`src/rtl/fifo_flags.sv`:
```
// Synchronous FIFO with occupancy count, almost-full/empty thresholds,
// selectable registered or first-word-fall-through read, flush and sticky error flags.
module fifo_flags #(
    parameter int DATA_WIDTH = 32,
    parameter int FIFO_DEPTH = 8,
    parameter int AF_LEVEL   = FIFO_DEPTH - 2,
    parameter int AE_LEVEL   = 1,
    parameter int FWFT       = 0
) (
    input  logic                          clk,
    input  logic                          rst_n,
    input  logic                          clr_i,
    input  logic                          wren_i,
    input  logic [DATA_WIDTH-1:0]         wdata_i,
    input  logic                          rden_i,
    output logic [DATA_WIDTH-1:0]         rdata_o,
    output logic                          rvalid_o,
    output logic                          full_o,
    output logic                          empty_o,
    output logic                          afull_o,
    output logic                          aempty_o,
    output logic [$clog2(FIFO_DEPTH):0]   count_o,
    output logic                          overflow_o,
    output logic                          underflow_o
);

    localparam int AW = $clog2(FIFO_DEPTH);
    localparam int CW = AW + 1;

    logic [DATA_WIDTH-1:0] r_mem [FIFO_DEPTH];
    logic [AW-1:0]         r_wptr;
    logic [AW-1:0]         r_rptr;
    logic [CW-1:0]         r_count;
    logic [CW-1:0]         w_count_nxt;
    logic                  r_full;
    logic                  r_empty;
    logic                  r_afull;
    logic                  r_aempty;
    logic                  r_ovf;
    logic                  r_unf;
    logic                  w_rd_acc;
    logic                  w_wr_acc;

    // A write into a full FIFO is accepted only when a read frees a slot in the same cycle.
    always_comb begin
        w_rd_acc    = ~clr_i & rden_i & ~r_empty;
        w_wr_acc    = ~clr_i & wren_i & (~r_full | rden_i);
        w_count_nxt = r_count;
        if (clr_i) begin
            w_count_nxt = '0;
        end else if (w_wr_acc && !w_rd_acc) begin
            w_count_nxt = r_count + CW'(1);
        end else if (w_rd_acc && !w_wr_acc) begin
            w_count_nxt = r_count - CW'(1);
        end
    end

    always_ff @(posedge clk) begin
        if (w_wr_acc) begin
            r_mem[r_wptr] <= wdata_i;
        end
    end

    always_ff @(posedge clk or negedge rst_n) begin
        if (!rst_n) begin
            r_wptr <= '0;
            r_rptr <= '0;
        end else if (clr_i) begin
            r_wptr <= '0;
            r_rptr <= '0;
        end else begin
            if (w_wr_acc) r_wptr <= r_wptr + AW'(1);
            if (w_rd_acc) r_rptr <= r_rptr + AW'(1);
        end
    end

    // Flags are registered from the next count so they line up with count_o.
    always_ff @(posedge clk or negedge rst_n) begin
        if (!rst_n) begin
            r_count  <= '0;
            r_full   <= 1'b0;
            r_empty  <= 1'b1;
            r_afull  <= 1'b0;
            r_aempty <= 1'b1;
        end else begin
            r_count  <= w_count_nxt;
            r_full   <= (w_count_nxt == CW'(FIFO_DEPTH));
            r_empty  <= (w_count_nxt == '0);
            r_afull  <= (w_count_nxt >= CW'(AF_LEVEL));
            r_aempty <= (w_count_nxt <= CW'(AE_LEVEL));
        end
    end

    always_ff @(posedge clk or negedge rst_n) begin
        if (!rst_n) begin
            r_ovf <= 1'b0;
            r_unf <= 1'b0;
        end else if (clr_i) begin
            r_ovf <= 1'b0;
            r_unf <= 1'b0;
        end else begin
            if (wren_i && !w_wr_acc) r_ovf <= 1'b1;
            if (rden_i && !w_rd_acc) r_unf <= 1'b1;
        end
    end

    generate
        if (FWFT != 0) begin : g_fwft
            // Head entry is presented directly; gated to zero while empty.
            assign rdata_o  = r_empty ? '0 : r_mem[r_rptr];
            assign rvalid_o = ~r_empty;
        end else begin : g_reg
            logic [DATA_WIDTH-1:0] r_rdata;
            logic                  r_rvalid;

            always_ff @(posedge clk or negedge rst_n) begin
                if (!rst_n) begin
                    r_rdata  <= '0;
                    r_rvalid <= 1'b0;
                end else if (clr_i) begin
                    r_rvalid <= 1'b0;
                end else if (w_rd_acc) begin
                    r_rdata  <= r_mem[r_rptr];
                    r_rvalid <= 1'b1;
                end else begin
                    r_rvalid <= 1'b0;
                end
            end

            assign rdata_o  = r_rdata;
            assign rvalid_o = r_rvalid;
        end
    endgenerate

    assign count_o     = r_count;
    assign full_o      = r_full;
    assign empty_o     = r_empty;
    assign afull_o     = r_afull;
    assign aempty_o    = r_aempty;
    assign overflow_o  = r_ovf;
    assign underflow_o = r_unf;

endmodule

```
`config.mk`:
```
export PLATFORM = sky130hd
export DESIGN_NAME = fifo_flags
export DESIGN_NICKNAME = d
export VERILOG_FILES = /design/src/rtl/fifo_flags.sv
export SDC_FILE = /design/constraint.sdc
export NUM_CORES = 1
export LEC_CHECK = 0
export ABC_AREA = 1
export CAP_MARGIN = 20
export CORE_MARGIN = 10
export CORE_UTILIZATION = 55
export CTS_BUF_LIST = sky130_fd_sc_hd__clkbuf_16
export DETAILED_ROUTE_END_ITERATION = 12
export MAX_ROUTING_LAYER = met4
export PLACE_DENSITY_LB_ADDON = 0.15
export SYNTH_ARGS = -nofsm -noshare
export SYNTH_HDL_FRONTEND = slang
export SYNTH_SLANG_ARGS = --single-unit
```
`constraint.sdc`:
```
create_clock -name clk -period 7.6 [get_ports clk]
set_clock_uncertainty 0.1 [all_clocks]
set_input_delay 0.76 -clock clk [delete_from_list [all_inputs] [get_ports clk]]
set_output_delay 0.76 -clock clk [all_outputs]
set_load 0.01 [all_outputs]
```
## Word-level counts from Yosys, hierarchy flattened

Memories as Yosys holds them, arrays and structs flattened. A register that Yosys moved wholly into a read port is not among the register bits.
Cells that the tools add are included.

| word-level totals | value |
|---|---|
| register bits | 17 |
| bits in writable memories | 256 |
| memories kept | 1 |

| operators by class | value |
|---|---|
| add/subtract/negate cells | 4 |
| $lt $le $gt $ge | 2 |
| equality and inequality tests | 1 |
| muxes and demuxes | 15 |
| bitwise gates (word level) | 8 |
| reduce and logical (&&, ||, !) cells | 13 |

Memories:

| name | depth | width | read ports | clocked after memory_dff | write ports | line | text |
|---|---|---|---|---|---|---|---|
| r_mem | 8 | 32 | 1 | 1 | 1 | 30 | `logic [DATA_WIDTH-1:0] r_mem [FIFO_DEPTH];` |

Operators with widths:

| operator | count |
|---|---|
| $mux 3 | 4 |
| $mux 4 | 3 |
| $mux 1 | 8 |
| $reduce_bool 2->1 | 4 |
| $add 3x1->3 const B | 2 |
| $add 4x1->4 const B | 1 |
| $and 1x1->1 | 4 |
| $eq 4x4->1 const B | 1 |
| $ge 4x3->1 const B | 1 |
| $le 4x1->1 const B | 1 |
| $logic_and 1x1->1 | 4 |
| $logic_not 4->1 | 1 |
| $sub 4x1->4 const B | 1 |
| $logic_not 1->1 | 3 |
| $not 1->1 | 3 |
| $reduce_and 2->1 | 1 |
| $or 1x1->1 | 1 |

## Logic depth before layout (Yosys ltp)

Gate-level depths: netlist of run 1.

| depth | value |
|---|---|
| depth after elaboration | 9 |
| mapped depth | 11 |
| gate-level depth less buffers | 11 |

## Worst setup path before layout of run 1

OpenSTA, ideal clock, no wires.

| path | value |
|---|---|
| path type | input to register |
| start point | input clr_i |
| end point | memory r_mem[0][0], enable pin |
| library setup time | 0.421 ns |
| data arrival time | 2.712 ns |
| data required time | 7.079 ns |
| slack | 4.367 ns |
| stages | 6 |
| buffers on the path | 1 |
| cells stage by stage | buf_6 -> nor2_2 -> nand2_1 -> inv_1 -> nand2_1 -> nor2_1 |

| between the ends | value |
|---|---|
| cells in the longest elaborated chain, start to end | 5 |

Ends and longest elaborated chain:

| what | line | text |
|---|---|---|
| from (decl) | 12 | `input logic clr_i,` |
| $not 1->1 (no source line) | - |  |
| $and 1x1->1 (2 in a row) | 47 | `w_wr_acc = ~clr_i & wren_i & (~r_full \| rden_i);` |
| $mux 1 | 59 | `if (w_wr_acc) begin` |
| $mux 1 (not written as such) | 60 | `r_mem[r_wptr] <= wdata_i;` |
| to (decl) | 30 |  |

No other way between the ends.

==> flow_summary_export.csv, run 1 <==
group,metric,value,unit
cts,clk_pin_slew,0.06,ns
finish,ff_latch_area,0.00892,mm^2
place,placed_cells,1253,
worst_hold_path,hp-class,"primary input to asynchronous set/reset pin",
logic_synthesis,ys_warn_count,0,
finish,fillers,1538,
logic_synthesis,synthesis.area,0.0120,mm^2
sta,max_clock_freq,326,MHz
grt,grt_start_max_net_pins,93,
logic_synthesis,synth.distinct_cells,33,
logic_synthesis,synth_area_per_cell,12.6,um^2
grt,grt_overflow,0,
cts,ctsHoldBuffers,0,
finish,multi_input_area,0.00276,mm^2
detailed_routing,first_pass_iters,5,
cts,clk_latency,0.54,ns
logic_synthesis,synthCells,949,
sta,setup_viol,0,
finish,fin_area,0.0141,mm^2
setup_path,crit_path_start,"r_rptr[0]",
sta,fin_crit_sh,40.4,%
sta,worst_slew_pin_slew,1.11,ns
place,io_buffers,79,
cts,cts.sinks,305,
sta,finalSetupTns,0,ns
detailed_routing,vias,7324,
logic_synthesis,synth_area_leaders,"edfxtp_1 (64%), dfrtp_1 (9.8%), nor2_1 (6.5%), o21ai_0 (4.2%), o211ai_1 (4.0%)",
grt,grt_use_total,17.6,%
sta,slew_viol_final,0,
cts,cts_buffers,30,
finish,area_growth,17.7,%
place,post-dp-hpwl,13500,um
cts,cts_root_buffer,"clkbuf_16",
finish,drive_gt1_share,7.90,%
detailed_routing,ant_nets,0,
setup_path,critPathLaunchType,"register",
finish,nets,1055,
power_and_ir_drop,power_density,298,mW/mm^2
logic_synthesis,synth_top_area_cell,"edfxtp_1",
setup_path,r2r_start,"r_rptr[0]",
setup_path,worst_ep_required_time,7.93,ns
setup_path,endpoint_kind,"register",
die,die_x,168,um
die,start_util,56.5,%
cts,cts_setup_buffers,0,
die,ios,80,
logic_synthesis,ys_seq_area_share,74.4,%
setup_path,cp_max_fo,70,
sta,fin_crit,3.07,ns
detailed_routing,wl_per_cell,18.9,um
setup_path,worstSetupPathType,"register to register",
detailed_routing,viasPerCell,5.58,
power_and_ir_drop,power,4.21,mW
setup_path,r2r_setup_slack,4.53,ns
die,die_h,168,um
logic_synthesis,netlist.area_leader.share,64.1,%
sta,rsz0062_at_grt,"false",
detailed_routing,post-route-drc-count,0,
die,die_area,0.0281,mm^2
cts,cts_tree,"built",
cts,cts.path.max_buffers,3,
grt,grt_first_pass_wirelength,39400,um
die,rows,53,
die,core_area,0.0212,mm^2
logic_synthesis,synth_seq_cells,305,
setup_path,arrival,3.40,ns
sta,worst_hold_slack,0.230,ns
place,place_area,0.0129,mm^2
flow_run,drv_cap,0,
finish,antenna_cells,0,
finish,fin_cells,1313,
detailed_routing,first_iter_violations,649,
power_and_ir_drop,power_leakage,4.99,nW
cts,cts_resized,0,
logic_synthesis,synthesis.nets,990,
place,pre_cts_slack,4.02,ns
outcome,status,"completed",
place,routabilityCongestion,0.794,
sta,finalHoldViolCount,0,
cts,h-tree-depth,1,
grt,antenna_found_initial,0,
grt,grt_pass1_vias,7226,
detailed_routing,drt-total-wl,24800,um
sta,maxSlewHeadroom,26.0,%
sta,setup_ws,4.53,ns
power_and_ir_drop,ir_worst_vdd,0.000214,V
finish,fin_util,66.5,%
-- cell families after synthesis --
kind of cell	synth area share (%)
AO/OA/AOI/OAI	9.86
buffers and inverters	3.11
flip-flops	74.4
adder cells (fa/ha/maj)	0.418
XOR/XNOR	0.146
AND/OR/NAND/NOR	12.1
-- cells in the mapped netlist (all sizes together) --
library cell / count
a21oi: 2
buf: 31
clkbuf: 25
clkinv: 1
dfrtp: 47
dfstp: 2
edfxtp: 256
ha: 4
inv: 22
nand2: 100
nand3: 41
nand4: 2
nor2: 211
nor3: 1
nor3b: 1
o211ai: 64
o21a: 2
o21ai: 134
o22ai: 1
xnor2: 1
xor2: 1
-- flip-flops by register name, summed over array words and instances (netlist names), 3 cells and up --
register  count
r_mem       256
r_wptr        3
r_rptr        3
count_o       4
rdata_o      32
-- metal layers --
layer / GRT usage [%] / up-vias / wire length [um]
met5: - / - / 0
met4: 4.31 / 0 / 490
met3: 3.04 / 39 / 1240
met2: 28.6 / 177 / 12200
met1: 22.7 / 3595 / 10800
li1: - / 3513 / -
-- worst max-delay path, cell delays in order, from the launching register on --
cell and delay, ns:
dfrtp_4 0.70, clkinv_2 0.78, buf_4 0.63, nor2_1 0.21, nor2_1 0.06, o21ai_0 0.14, o211ai_1 0.13, nand3_1 0.12
nand2_1 0.06
-- final cells by class --
type                            instances  area share, %
Clock buffer                           31           5.50
Clock inverter                         25           2.07
Inverter                               23          0.621
Multi-Input combinational cell        565           19.5
Sequential cell                       305           63.2
Tap cell                              275           2.44
Timing Repair Buffer                   89           6.61
-- cell usage in the layout, fill, tap and decap left out, types with 6 or more instances in the layout --
cell	n
nand2_1	97
clkinv_2	9
edfxtp_1	256
nor2_1	201
buf_4	6
dfrtp_1	45
nor2_4	8
nand3_1	40
o211ai_1	64
o21ai_0	101
clkbuf_16	31
clkdlybuf4s50_1	78
inv_1	22
o21ai_1	33
bufinv_16	7
-- power by group --
group / internal [mW] / total, mW / switching (mW)
Combinational: 0.278 / 0.623 / 0.344
Clock: 0.974 / 1.58 / 0.607
Sequential: 1.94 / 2.01 / 0.0718
-- final timing paths --
| path | end | depth (start not counted) |
|---|---|---|
| hold reg to reg | rdata_o[25] | 2 |
| max in group asynchronous | r_rptr[0] | 2 |
| min in group clk | rdata_o[25] | 2 |
| hold / removal | count_o[1] | 2 |
| setup / recovery | rdata_o[16] | 8 |
| setup reg to reg | rdata_o[16] | 8 |
(Power assumes the default switching activity.)
==> run 2, diff against run 1 <==
- CORE_UTILIZATION: 55 -> 53
- clock period: 7.6 -> 2.6 ns (I/O delays scaled with it)
==> run 2 against run 1 <==
Compared with the run above:
- global-route usage grew 1.8 points
- sequential share of layout area shrank 0.75 points
- routed wire length grew 10%
- clock-buffer cell count is the same
- total power grew to 2.9 times the previous value
- non-clock buffer count grew 17
- maximum frequency grew 52%
- highest routed layer unchanged
==> flow_summary_export.csv, run 2 (synthesized netlist as in run 1, its figures left out) <==
group,metric,value,unit
outcome,status,"completed",
sta,setup_ws,0.578,ns
sta,finalSetupTns,0,ns
worst_hold_path,hp-class,"primary input to asynchronous set/reset pin",
detailed_routing,post-route-drc-count,0,
finish,layout_commonest_cell,"edfxtp_1",
setup_path,path_buf_inv,2,
sta,rsz0062_at_grt,"false",
finish,area_growth,19.1,%
detailed_routing,first_iter_violations,857,
sta,maxSlewHeadroom,53.6,%
sta,worst_slew_pin_slew,0.695,ns
setup_path,critPathTopFamily,"buffers and inverters",
place,place_area,0.0133,mm^2
detailed_routing,drt-total-wl,27200,um
finish,drive_gt1_share,9.10,%
setup_path,crit_path_start,"r_rptr[0]",
cts,cts.sinks,305,
finish,layout_common_cells,"edfxtp_1 (256), nor2_1 (201), o21ai_0 (101)",
sta,finalHoldViolCount,0,
cts,ctsHoldBuffers,1,
setup_path,slowest_stage,"dfrtp_4",
die,start_util,54.4,%
setup_path,cp_max_fo,54,
sta,setup_viol,0,
cts,cts_tree,"built",
detailed_routing,ant_nets,0,
finish,fin_cells,1335,
sta,worst_hold_slack,0.149,ns
setup_path,endpoint,"rdata_o[6]",
place,post-dp-hpwl,16600,um
detailed_routing,first_pass_iters,6,
finish,fillers,1635,
finish,fin_area,0.0143,mm^2
setup_path,r2r_end,"rdata_o[6]",
place,pre_cts_slack,0.308,ns
setup_path,cp_slowest_stage_delay,0.43,ns
setup_path,critPathLaunchType,"register",
place,placed_cells,1278,
cts,cts_resized,0,
detailed_routing,vias,7629,
setup_path,crit_top_cell,"nor2_1",
sta,slew_viol_final,0,
setup_path,endpoint_kind,"register",
die,rows,54,
setup_path,r2r_setup_slack,0.58,ns
power_and_ir_drop,ir_worst_vdd,0.000551,V
place,io_buffers,79,
grt,grt_overflow,0,
die,die_x,170,um
setup_path,crit_chain,"clkinv_2 > buf_12 > nor2_1 > nor2_1 > o21ai_0 > o211ai_1 > nand3_1 > nand2_1",
detailed_routing,wl_per_cell,20.4,um
cts,clk_pin_slew,0.06,ns
cts,cts.path.max_buffers,3,
power_and_ir_drop,power_density,849,mW/mm^2
grt,grt_first_pass_wirelength,43000,um
die,die_area,0.0290,mm^2
finish,nets,1072,
finish,antenna_cells,0,
place,routabilityCongestion,0.818,
grt,antenna_found_initial,0,
setup_path,arrival,2.35,ns
cts,cts_root_buffer,"clkbuf_16",
sta,fin_crit_sh,77.8,%
finish,ff_latch_area,0.00892,mm^2
die,ios,80,
cts,h-tree-depth,1,
finish,multi_input_area,0.00276,mm^2
grt,grt_start_max_net_pins,130,
setup_path,reg2reg_depth,8,
flow_run,drv_cap,0,
die,die_h,170,um
die,core_area,0.0220,mm^2
cts,clk_latency,0.54,ns
setup_path,worstSetupPathType,"register to register",
setup_path,r2r_start,"r_rptr[0]",
grt,grt_pass1_vias,7557,
setup_path,path_depth,8,
cts,cts_setup_buffers,0,
sta,max_clock_freq,495,MHz
sta,fin_crit,2.02,ns
cts,cts_buffers,30,
detailed_routing,viasPerCell,5.71,
setup_path,worst_ep_required_time,2.93,ns
finish,largest_register_ffs,256,
finish,regMostFlops,"r_mem",
grt,grt_use_total,19.4,%
power_and_ir_drop,power_leakage,5.05,nW
run 2: changes by cell type in the layout (fill, tap and decap cells not counted), sizes merged:
| cell | before | now |
|---|---|---|
| inv | 27 | 25 |
| buf | 11 | 27 |
| dlygate4sd3 | 0 | 1 |
| clkinvlp | 0 | 3 |
| clkinv | 14 | 16 |
| bufinv | 7 | 4 |
run 2: power by group:
part	switching [mW]	internal, mW
logic	1.11	0.858
clock network	1.78	2.55
registers	0.170	5.66
total	3.07	9.06
run 2: final cells by class:
class	instances	share of cell area, %
clock buffer	31	5.43
inverter	23	0.613
sequential	305	62.5
timing repair buffer	106	8.17
tap	280	2.45
clock inverter	25	1.56
multi-input combinational	565	19.3
run 2: worst reg2reg max path: cells and delay by family, from the launching register on:
| kind | cells | cell delay (ns) |
|---|---|---|
| AO/OA/AOI/OAI | 2 | 0.31 |
| buffers and inverters | 2 | 0.65 |
| flip-flops | 1 | 0.43 |
| AND/OR/NAND/NOR | 4 | 0.42 |
run 2: per-stage QoR:
step / power [mW] / utilization (%)
global route: 12.6 / 64.8
floorplan: 6.92 / -
CTS: 12.2 / 64.8
finish: 12.1 / 64.8
global placement: 7.86 / 60.3
detailed placement: 7.92 / 60.3
run 2: worst min path at each step:
stage	startpoint	end	slack, ns	cells past startpoint
after global routing	rst_n	rdata_o[31]	0.16	3
final	rst_n	rdata_o[31]	0.15	3
after global placement	rst_n	rdata_o[24]	0.16	2
after floorplan	rst_n	afull_o	-0.14	0
after CTS	rst_n	rdata_o[31]	0.13	3
after detailed placement	rst_n	rdata_o[31]	0.17	2
run 2: per-layer routing:
| metal | share of wire [%] | routed length (um) | track usage, % |
|---|---|---|---|
| met1 | 44 | 11900 | 27.4 |
| met2 | 47 | 12800 | 29.5 |
| met3 | 7.8 | 2130 | 2.73 |
| met4 | 1.3 | 367 | 4.16 |
| met5 | 0 | 0 | - |
